===== config.mk =====
export PLATFORM = sky130hd
export DESIGN_NAME = mem_arbiter
export DESIGN_NICKNAME = d
export VERILOG_FILES = /design/src/rtl/mem_arbiter.sv
export SDC_FILE = /design/constraint.sdc
export NUM_CORES = 1
export LEC_CHECK = 0
export CAP_MARGIN = 20
export CORE_AREA = 2 2 641 643
export DETAILED_ROUTE_END_ITERATION = 12
export DIE_AREA = 0 0 643 645
export GPL_ROUTABILITY_DRIVEN = 0
export GPL_TIMING_DRIVEN = 1
export PLACE_DENSITY = 0.3
export SYNTH_ARGS = -nofsm -noshare
export SYNTH_HDL_FRONTEND = slang
export SYNTH_SLANG_ARGS = --single-unit

===== constraint.sdc =====
create_clock -name clk_i -period 2.2 [get_ports clk_i]
set_input_delay 0.44 -clock clk_i [delete_from_list [all_inputs] [get_ports clk_i]]
set_output_delay 0.44 -clock clk_i [all_outputs]
set_load 0.05 [all_outputs]

===== src/rtl/mem_arbiter.sv =====
// Two-port (icache/dcache) arbiter onto one line-wide data memory.
// Optional MEM_ARBITER_FIXED_PRIO_EN: dcache always wins ties.
//
// Ports:
//   clk_i, rst_i (async, active-low)
//   p0_* : icache request/response (enable held until ack)
//   p1_* : dcache request/response
//   mem_*_o / mem_*_i : data-memory request and response
//   grant_o : owning port while busy_o
//   busy_o  : a transaction is in flight
module mem_arbiter #(
  parameter int ADDR_W = 32,
  parameter int DATA_W = 256
) (
  input  logic              clk_i,
  input  logic              rst_i,
  input  logic              p0_mem_enable_i,
  input  logic              p0_mem_write_i,
  input  logic [ADDR_W-1:0] p0_mem_addr_i,
  input  logic [DATA_W-1:0] p0_mem_data_i,
  output logic [DATA_W-1:0] p0_mem_data_o,
  output logic              p0_mem_ack_o,
  input  logic              p1_mem_enable_i,
  input  logic              p1_mem_write_i,
  input  logic [ADDR_W-1:0] p1_mem_addr_i,
  input  logic [DATA_W-1:0] p1_mem_data_i,
  output logic [DATA_W-1:0] p1_mem_data_o,
  output logic              p1_mem_ack_o,
  output logic              mem_enable_o,
  output logic              mem_write_o,
  output logic [ADDR_W-1:0] mem_addr_o,
  output logic [DATA_W-1:0] mem_data_o,
  input  logic [DATA_W-1:0] mem_data_i,
  input  logic              mem_ack_i,
  output logic              grant_o,
  output logic              busy_o
);

  localparam logic [0:0] IDLE = 1'b0;
  localparam logic [0:0] BUSY = 1'b1;

  logic [0:0]        state_q, state_d;
  logic              grant_q, grant_d;
  logic              write_q, write_d;
  logic [ADDR_W-1:0] addr_q, addr_d;
  logic [DATA_W-1:0] data_q, data_d;
  logic              win;
  logic              any_req;

  assign any_req = p0_mem_enable_i | p1_mem_enable_i;

`ifdef MEM_ARBITER_FIXED_PRIO_EN
  always_comb begin
    win = p1_mem_enable_i;
  end
`else
  // Pointer names the port that wins the next tie.
  logic rr_q, rr_d;

  always_comb begin
    unique case ({p1_mem_enable_i, p0_mem_enable_i})
      2'b11:   win = rr_q;
      2'b10:   win = 1'b1;
      default: win = 1'b0;
    endcase
  end

  always_comb begin
    rr_d = rr_q;
    if (state_q == IDLE && any_req) begin
      rr_d = ~win;
    end
  end

  always_ff @(posedge clk_i or negedge rst_i) begin
    if (!rst_i) begin
      rr_q <= 1'b0;
    end else begin
      rr_q <= rr_d;
    end
  end
`endif

  always_comb begin
    state_d = state_q;
    grant_d = grant_q;
    write_d = write_q;
    addr_d  = addr_q;
    data_d  = data_q;
    unique case (state_q)
      IDLE: begin
        if (any_req) begin
          state_d = BUSY;
          grant_d = win;
          write_d = win ? p1_mem_write_i : p0_mem_write_i;
          addr_d  = win ? p1_mem_addr_i  : p0_mem_addr_i;
          data_d  = win ? p1_mem_data_i  : p0_mem_data_i;
        end
      end
      BUSY: begin
        // Ack edge always lands in IDLE, so a still-high
        // enable cannot be re-granted in the same edge.
        if (mem_ack_i) begin
          state_d = IDLE;
        end
      end
      default: state_d = IDLE;
    endcase
  end

  always_ff @(posedge clk_i or negedge rst_i) begin
    if (!rst_i) begin
      state_q <= IDLE;
      grant_q <= 1'b0;
      write_q <= 1'b0;
      addr_q  <= '0;
      data_q  <= '0;
    end else begin
      state_q <= state_d;
      grant_q <= grant_d;
      write_q <= write_d;
      addr_q  <= addr_d;
      data_q  <= data_d;
    end
  end

  assign busy_o        = (state_q == BUSY);
  assign grant_o       = grant_q;
  assign mem_enable_o  = busy_o;
  assign mem_write_o   = write_q;
  assign mem_addr_o    = addr_q;
  assign mem_data_o    = data_q;
  assign p0_mem_data_o = mem_data_i;
  assign p1_mem_data_o = mem_data_i;
  assign p0_mem_ack_o  = busy_o & ~grant_q & mem_ack_i;
  assign p1_mem_ack_o  = busy_o &  grant_q & mem_ack_i;

endmodule


==> results.sh <==
export IMPL_clock_fmax_mhz=476
export IMPL_ir_worst_vdd_mv=0.558
export IMPL_grt_pass1_vias=15131
export IMPL_row_count=235
export IMPL_drtIter0Drc=1072
export IMPL_first_pass_iters=6
export IMPL_routedWlPerCell_microns=31.7
export IMPL_worstPathMaxFanout=2
export IMPL_crit_path_max_incr_delay_ns=0.53
export IMPL_clock_skew_ns=0.0215
export IMPL_portBuffers=876
export IMPL_clk_latency_ns=0.69
export IMPL_grt_overflow=0
export IMPL_yosysSeqAreaShare=0.445
export IMPL_stdcell_count=7382
export IMPL_dpl_cell_area_sq_um=28500
export IMPL_cts_made_buffers=47
export IMPL_clk_path_buf_depth=3
export IMPL_grt_first_pass_wirelength_microns=271000
export IMPL_pin_count=1645
export IMPL_utilization=0.0732
export IMPL_powerDensity_nw_per_um2=921
export IMPL_synthesis_area_sq_um=16400
export IMPL_track_usage=0.109
export IMPL_crit_path_start_kind="register"
export IMPL_final_hold_viol_count=0
export IMPL_core_sq_um=408000
export IMPL_finalCritPeriodShare=0.956
export IMPL_p_leak_uw=0.0106
export IMPL_drtAntennaViolNets=0
export IMPL_syn2layout_area_growth_pct=81.9
export IMPL_place_inst=7267
export IMPL_path_cells="clkdlybuf4s15_1"
export IMPL_avgSynthCellArea_sq_um=11.0
export IMPL_slew_violations=0
export IMPL_hpwlAfterDp_microns=210000
export IMPL_root_buffer="clkbuf_16"
export IMPL_crit_type="reg -> out"
export IMPL_worstMarginPinSlew_ns=0.669
export IMPL_cts_max_level=2
export IMPL_crit_family="buffers and inverters"
export IMPL_wl_microns=234000
export IMPL_dieArea_sq_um=415000
export IMPL_drive_gt1_frac=0.117
export IMPL_cts_tree="yes"
export IMPL_via_per_inst=2.04
export IMPL_critPathBufInv=1
export IMPL_clkTransAtPathRegs_ns=0.06
export IMPL_start_util=0.0403
export IMPL_cp_arrival_ns=1.66
export IMPL_setup_violations=0
export IMPL_chipWidth_microns=643
export IMPL_grt_start_max_net_pins=93
export IMPL_stdcell_area_sq_um=29900
export IMPL_syn_num_nets=2329
export IMPL_synth_seq_cells=292
export IMPL_status="complete, no violations"
export IMPL_nNetsFinal=2707
export IMPL_vias=15051
export IMPL_fin_tns_setup_ns=0
export IMPL_die_h_microns=645
export IMPL_slowest_stage="clkdlybuf4s15_1"
export IMPL_cts_sinks=292
export IMPL_hold_path_class="in -> reg"
export IMPL_fin_crit_ns=2.10
export IMPL_critPathCaptureType="output port"
export IMPL_rsz0062_at_grt="no"
export IMPL_synth_warnings=0
export IMPL_route_detailed_drc=0
export IMPL_synth_cells=1490
export IMPL_synth_cell_types=16
export IMPL_timing_max_cap_violations=0
export IMPL_worstPathRequired_ns=1.76
export IMPL_relSlewSlack=0.554
export IMPL_antenna_found_initial=212
## cell type report
type | count | area (sq um)
diodes | 32 | 80.1
clock buffers | 65 | 1310
clock inverters | 15 | 229
fillers | 47759 | 378000
inverters | 2 | 7.51
multi-input cells | 587 | 4810
flip-flops and latches | 292 | 7310
well taps | 5451 | 6820
repair buffers | 938 | 9310
## cells by family (layout without fill, tap and decap cells)
kind of cell,after synthesis,in the layout,share of synthesized area
other,0,32,0
AOI/OAI and AO/OA,295,295,0.179
buffers and inverters,611,1020,0.265
DFF,292,292,0.445
and+or+nand+nor,292,292,0.111
## power by group
| part | leakage [uW] | switching [uW] | internal (uW) |
|---|---|---|---|
| registers | 0.00361 | 797 | 6720 |
| logic | 0.00624 | 8040 | 4060 |
| clock network | 0.000739 | 3310 | 4610 |
| total | 0.0106 | 12100 | 15400 |
## cells in the final DEF (no fill, tap or decap), types with 2 or more instances in the layout
cell | netlist | layout
clkdlybuf4s50_1 | 0 | 581
clkbuf_16 | 0 | 47
diode_2 | 0 | 32
clkbuf_1 | 57 | 11
dfrtp_1 | 292 | 291
buf_12 | 0 | 42
a21o_1 | 2 | 2
dlygate4sd2_1 | 0 | 201
clkinv_2 | 0 | 3
a221o_1 | 289 | 289
clkbuf_8 | 0 | 7
inv_1 | 2 | 2
clkdlybuf4s15_1 | 0 | 8
and2_1 | 289 | 289
clkinvlp_4 | 0 | 4
clkdlybuf4s15_2 | 0 | 3
bufinv_16 | 0 | 4
buf_4 | 523 | 101
## cells in the mapped netlist
master	count	area [sq um]
o211a_1	1	10.0
and2_1	289	1810
o21bai_1	1	7.51
nand2_1	1	3.75
buf_6	11	124
a211oi_1	1	7.51
o31a_1	1	8.76
buf_2	18	90.1
buf_4	523	3930
inv_1	2	7.51
clkbuf_1	57	214
a21o_1	2	15.0
nor2_1	1	3.75
a221o_1	289	2890
and3_1	1	6.26
dfrtp_1	292	7310
## through the flow
stage	worst slack (ns)	total power, uW	hold slack [ns]
3_5_place_dp	-0.136	20600	0.519
2_1_floorplan	0.268	16900	0.144
4_1_cts	-0.0161	28400	0.232
5_1_grt	0.0205	28900	0.291
3_3_place_gp	-0.121	20600	0.516
6_report	0.0970	27500	0.361
## worst paths after layout
| check | cells after the start | start | slack (ns) | to |
|---|---|---|---|---|
| min in group asynchronous | 2 | rst_i | 0.37 | mem_data_o[180] |
| worst min-delay path | 2 | p0_mem_data_i[85] | 0.36 | mem_data_o[85] |
| worst max-delay path | 1 | mem_data_o[211] | 0.1 | mem_data_o[211] |
| worst min register to register | 2 | mem_data_o[228] | 0.58 | mem_data_o[228] |
| max in group asynchronous | 3 | rst_i | 1.07 | mem_data_o[9] |
| worst max register to register | 6 | busy_o | 0.29 | mem_data_o[75] |
## sequential cells by signal, summed over array words and instances, names as in the netlist
name         cells
grant_o          1
mem_write_o      1
mem_addr_o      32
busy_o           1
mem_data_o     256
rr_q             1
## repair_timing
action	in CTS	in global routing
endpoints found under the setup margin	216	0
hold buffers	1	0
setup buffers	2	0
resized for setup	235	0
endpoints found under the hold margin	26	0
## routing by layer
metal	vias up	wire, microns	GRT usage	share of wire
met4	140	8920	0.0305	0.038
met5	-	1240	0.00752	0.0053
li1	5631	-	-	-
met3	599	50800	0.113	0.22
met1	7099	63700	0.0851	0.27
met2	1582	109000	0.181	0.47
No activity file was read; power rests on OpenSTA's default activity.
